`config.mk`:
```
export PLATFORM = sky130hd
export DESIGN_NAME = bs_kmul
export DESIGN_NICKNAME = d
export VERILOG_FILES = /design/src/rtl/bs_kmul.sv
export SDC_FILE = /design/constraint.sdc
export NUM_CORES = 1
export LEC_CHECK = 0
export CORE_AREA = 2 2 39 41
export DETAILED_ROUTE_END_ITERATION = 10
export DIE_AREA = 0 0 41 43
export MAX_ROUTING_LAYER = met4
export PLACE_DENSITY = 0.76
export SYNTH_ARGS = -nofsm -noshare
export SYNTH_HDL_FRONTEND = slang
export SYNTH_SLANG_ARGS = --single-unit
```
`constraint.sdc`:
```
create_clock -name clk -period 2.7 [get_ports clk]
set_clock_uncertainty 0.2 [all_clocks]
set_input_delay 0.54 -clock clk [delete_from_list [all_inputs] [get_ports clk]]
set_output_delay 0.54 -clock clk [all_outputs]
set_load 0.05 [all_outputs]
```
`src/rtl/bs_kmul.sv`:
```
// Bit-serial multiply-by-constant (q = K*a), LSB first, framed by a one-cycle sync pulse.
// Defining BS_KMUL_ACC_EN adds a serial addend input c, giving q = K*a + c.
module bs_kmul #(
  parameter int ILEN = 10,
  parameter int K    = 3,
  parameter int KW   = 2
) (
  input  logic clk,
  input  logic reset,
  input  logic sync,
`ifdef BS_KMUL_ACC_EN
  input  logic c,
`endif
  input  logic a,
  output logic q,
  output logic q_sync,
  output logic q_last,
  output logic busy,
  output logic trunc
);

`ifdef BS_KMUL_ACC_EN
  localparam int CW = KW + 1;
`else
  localparam int CW = KW;
`endif
  localparam int OLEN = ILEN + CW;
  localparam int CNTW = $clog2(OLEN + 1);
  localparam int HW   = (KW > 1) ? KW - 1 : 1;
  localparam int SW   = CW + 2;
  localparam logic [KW-1:0] KV = KW'(K);

  logic [CNTW-1:0] cnt_q, cnt_d, cnt_eff;
  logic [HW-1:0]   hist_q, hist_d, hist_eff, hist_shift;
  logic [CW-1:0]   carry_q, carry_d, carry_eff;
  logic [KW-1:0]   h;
  logic [SW-1:0]   s;
  logic            active, in_range, last, ae;
  logic            q_q, q_d, q_sync_q, q_sync_d, q_last_q, q_last_d;
  logic            busy_q, busy_d, trunc_q, trunc_d;

  // cnt_q is 0 when idle and 1..OLEN-1 mid-word; a sync cycle always counts as bit 0.
  assign cnt_eff   = sync ? '0 : cnt_q;
  assign active    = sync || (cnt_q != '0);
  assign in_range  = cnt_eff < CNTW'(ILEN);
  assign last      = active && (cnt_eff == CNTW'(OLEN - 1));
  assign ae        = active && in_range && a;
  assign hist_eff  = sync ? '0 : hist_q;
  assign carry_eff = sync ? '0 : carry_q;

  // h[j] is the masked operand delayed j cycles.
  assign h[0]          = ae;
  assign hist_shift[0] = ae;
  generate
    for (genvar gi = 1; gi < KW; gi++) begin : g_hist
      assign h[gi] = hist_eff[gi-1];
    end
    for (genvar gi = 1; gi < HW; gi++) begin : g_shift
      assign hist_shift[gi] = hist_eff[gi-1];
    end
  endgenerate

  always_comb begin
    s = SW'(carry_eff);
    for (int j = 0; j < KW; j++) begin
      if (KV[j]) s = s + SW'(h[j]);
    end
`ifdef BS_KMUL_ACC_EN
    s = s + SW'(active && in_range && c);
`endif
  end

  always_comb begin
    hist_d   = '0;
    carry_d  = '0;
    cnt_d    = '0;
    q_d      = 1'b0;
    q_sync_d = sync;
    q_last_d = last;
    busy_d   = active;
    trunc_d  = sync && (cnt_q != '0);
    if (active) begin
      hist_d  = hist_shift;
      carry_d = s[CW:1];
      q_d     = s[0];
      if (sync)       cnt_d = CNTW'(1);
      else if (!last) cnt_d = cnt_q + CNTW'(1);
    end
  end

  always_ff @(posedge clk or posedge reset) begin
    if (reset) begin
      cnt_q    <= '0;
      hist_q   <= '0;
      carry_q  <= '0;
      q_q      <= 1'b0;
      q_sync_q <= 1'b0;
      q_last_q <= 1'b0;
      busy_q   <= 1'b0;
      trunc_q  <= 1'b0;
    end else begin
      cnt_q    <= cnt_d;
      hist_q   <= hist_d;
      carry_q  <= carry_d;
      q_q      <= q_d;
      q_sync_q <= q_sync_d;
      q_last_q <= q_last_d;
      busy_q   <= busy_d;
      trunc_q  <= trunc_d;
    end
  end

  assign q      = q_q;
  assign q_sync = q_sync_q;
  assign q_last = q_last_q;
  assign busy   = busy_q;
  assign trunc  = trunc_q;

endmodule

```
==> flow_summary_export.csv, run 1 <==
group,metric,value,unit
grt,track_usage,15.7,%
route,ant_nets,0,
worst_setup_path,reg2reg_from,"cnt_q[0]",
floorplan,design.die.area,0.00176,mm²
timing,finalCritPeriodShare,85.2,%
yosys,ys.flop_type,"dfrtp_1",
floorplan,fp.dieH,43,µm
route,drtIter0Drc,9,
timing,tightest_slew,0.495,ns
timing,drv_slew,0,
grt,overflow,0,
yosys,synth_area,557,µm²
placement,routabilityCongestion,0.737,
timing,hold_violations,0,
route,dr.pass1.iters,4,
final_layout,seq_area,300,µm²
grt,antenna_found_initial,0,
clock_tree,postCtsSetupBuffers,0,
floorplan,start_util,40.2,%
placement,port_buffers,8,
yosys,synthMuxAreaShare,0,%
floorplan,rows,14,
timing,tns,0,ns
final_layout,multiInputGateArea,226,µm²
yosys,synth_compound_area_share,7.19,%
timing,rsz0062_at_grt,"no",
final_layout,antenna_cells,0,
timing,min_period,2.30,ns
worst_setup_path,cp_data_required_time,2.67,ns
yosys,syn-num-nets,52,
yosys,syn-instance-count,44,
clock_tree,htreeDepth,1,
final_layout,final_area,672,µm²
clock_tree,cts_sinks,12,
clock_tree,clock_path_buffers,2,
route,wl_per_cell,13.0,µm
pwr,p_leak,0.312,nW
yosys,syn_avg_cell_area,12.7,µm²
job,max-cap-violations,0,
clock_tree,root_buffer,"clkbuf_4",
grt,grt_pass1_vias,374,
route,route.vias.total,366,
floorplan,ios,9,
yosys,synth_edf_count,0,
worst_setup_path,crit_path_end_kind,"flop",
yosys,synth-simple-area-share,21.6,%
final_layout,drive_above_1_share,14.8,%
clock_tree,clock_latency,0.27,ns
yosys,yosys.area_share.adder,10.3,%
pwr,p_per_area,611,mW/mm²
clock_tree,clk_pin_slew,0.07,ns
placement,hpwlAfterDp,666,µm
clock_tree,cts_resized,0,
clock_tree,cts_buffers,3,
min_path,hp-class,"in2async",
worst_setup_path,path_max_fanout,6,
yosys,yosysUniqueCellTypes,22,
route,wirelength,909,µm
final_layout,fin_nets,64,
worst_setup_path,r2r_cells,8,
yosys,synthArstFlopShare,100,%
yosys,synth_xor_area_share,1.57,%
timing,maxSlewHeadroom,66.9,%
route,drc,0,
grt,grt_max_degree,13,
worst_setup_path,r2r_slack,0.44,ns
floorplan,coreArea,0.00138,mm²
timing,fmax,0.435,GHz
clock_tree,cts_tree,"built",
final_layout,final_cell_mix,"dfrtp_1 (12), clkdlybuf4s50_1 (8), nor2b_1 (4), inv_1 (4)",
route,vias_per_cell,5.23,
floorplan,die_w,41,µm
yosys,synth_top_family_by_area,"simple AND/OR/NAND/NOR gates",
yosys,synth-seq-area-share,53.9,%
final_layout,area_growth,20.7,%
timing,fin_ws,0.399,ns
yosys,ys_ff_latch,12,
worst_setup_path,critPathLaunchType,"input port",
final_layout,final.fill_count,134,
worst_setup_path,worstSetupPathType,"in2reg",
placement,dpl_worst_slack,0.100,ns
worst_setup_path,cp.arrival,2.27,ns
run_status,outcome,"completed",
worst_setup_path,rr_endpoint,"carry_q[0]",
placement,dpl-instance-area,649,µm²
grt,grt_pass1_wl,1.64,mm
final_layout,final_common_cell,"dfrtp_1",
clock_tree,postCtsHoldBufs,0,
pwr,vdd_drop_max,0.000202,V
timing,setup_viol,0,
yosys,yosysWarnings,0,
==> worst max-delay path by stage <==
stage	start	end	slack [ns]	cells after the start
global route	cnt_q[1]	carry_q[0]	0.35	8
global placement	sync	carry_q[0]	0.14	7
finish	sync	carry_q[0]	0.40	7
floorplan	cnt_q[0]	carry_q[0]	0.52	9
CTS	sync	carry_q[0]	0.39	7
detailed placement	sync	carry_q[0]	0.10	7
==> worst max-delay path, stage by stage <==
cell and delay, ns:
clkdlybuf4s50_1 0.43, or4b_4 0.53, o211ai_1 0.13, fa_1 0.21, inv_1 0.04, ha_1 0.26
and2_4 0.13
==> flip-flops by register name, indices dropped and copies added (netlist names) <==
name / count
q_last: 1
trunc: 1
q_sync: 1
cnt_q: 4
hist_q: 1
busy: 1
q: 1
carry_q: 2
==> Yosys cell counts, drive strengths merged, types with 2 or more instances <==
cell type   n  area share, %
and2        2            3.1
dfrtp      12             54
ha          3            6.7
inv         4            2.7
nand2b      3            3.4
nor2b       4            4.5
==> layout make-up <==
| type | instances | share of cell area [%] |
|---|---|---|
| Sequential cell | 12 | 44.7 |
| Clock buffer | 3 | 3.35 |
| Tap cell | 16 | 2.98 |
| Timing Repair Buffer | 9 | 13.0 |
| Multi-Input combinational cell | 26 | 33.7 |
| Inverter | 4 | 2.23 |
==> routing by layer <==
| metal | part of all wire [%] | track usage [%] | vias to the layer above |
|---|---|---|---|
| li1 | - | - | 167 |
| met1 | 45 | 17.7 | 183 |
| met2 | 44 | 20.3 | 11 |
| met3 | 5.6 | 6.28 | 5 |
| met4 | 5.3 | 14.0 | 0 |
| met5 | 0 | - | - |
==> where the power goes <==
part           leakage, nW   total, W  internal [W]  switching (W)
Sequential           0.151   0.000209      0.000196      0.0000132
Clock               0.0138   0.000107     0.0000517      0.0000553
Combinational        0.147  0.0000943     0.0000392      0.0000551
Total                0.312   0.000410      0.000287       0.000124
==> cell families (layout without fill, tap and decap cells) <==
kind of cell	count (synthesis)	in the layout
compound gates	5	5
xor+xnor	1	1
fa+ha+maj	4	4
buf+inv	6	16
flops	12	12
simple gates	16	16
==> per-stage QoR <==
step / power, W / instances / util (%) / hold slack, ns
after floorplan: 0.000279 / 44 / - / 0.205
after global placement: 0.000304 / 67 / 46.9 / 0.346
after detailed placement: 0.000308 / 67 / 46.9 / 0.377
after CTS: 0.000417 / 70 / 48.6 / 0.387
after global routing: 0.000437 / 70 / 48.6 / 0.401
final: 0.000410 / 70 / 48.6 / 0.379
(Power assumes the default switching activity.)
==> run 2, diff against run 1 <==
Settings changed: CAP_MARGIN from default to 20.
==> results of run 2 <==
Same layout as run 1: the final DEF is identical, and so are final timing and power.
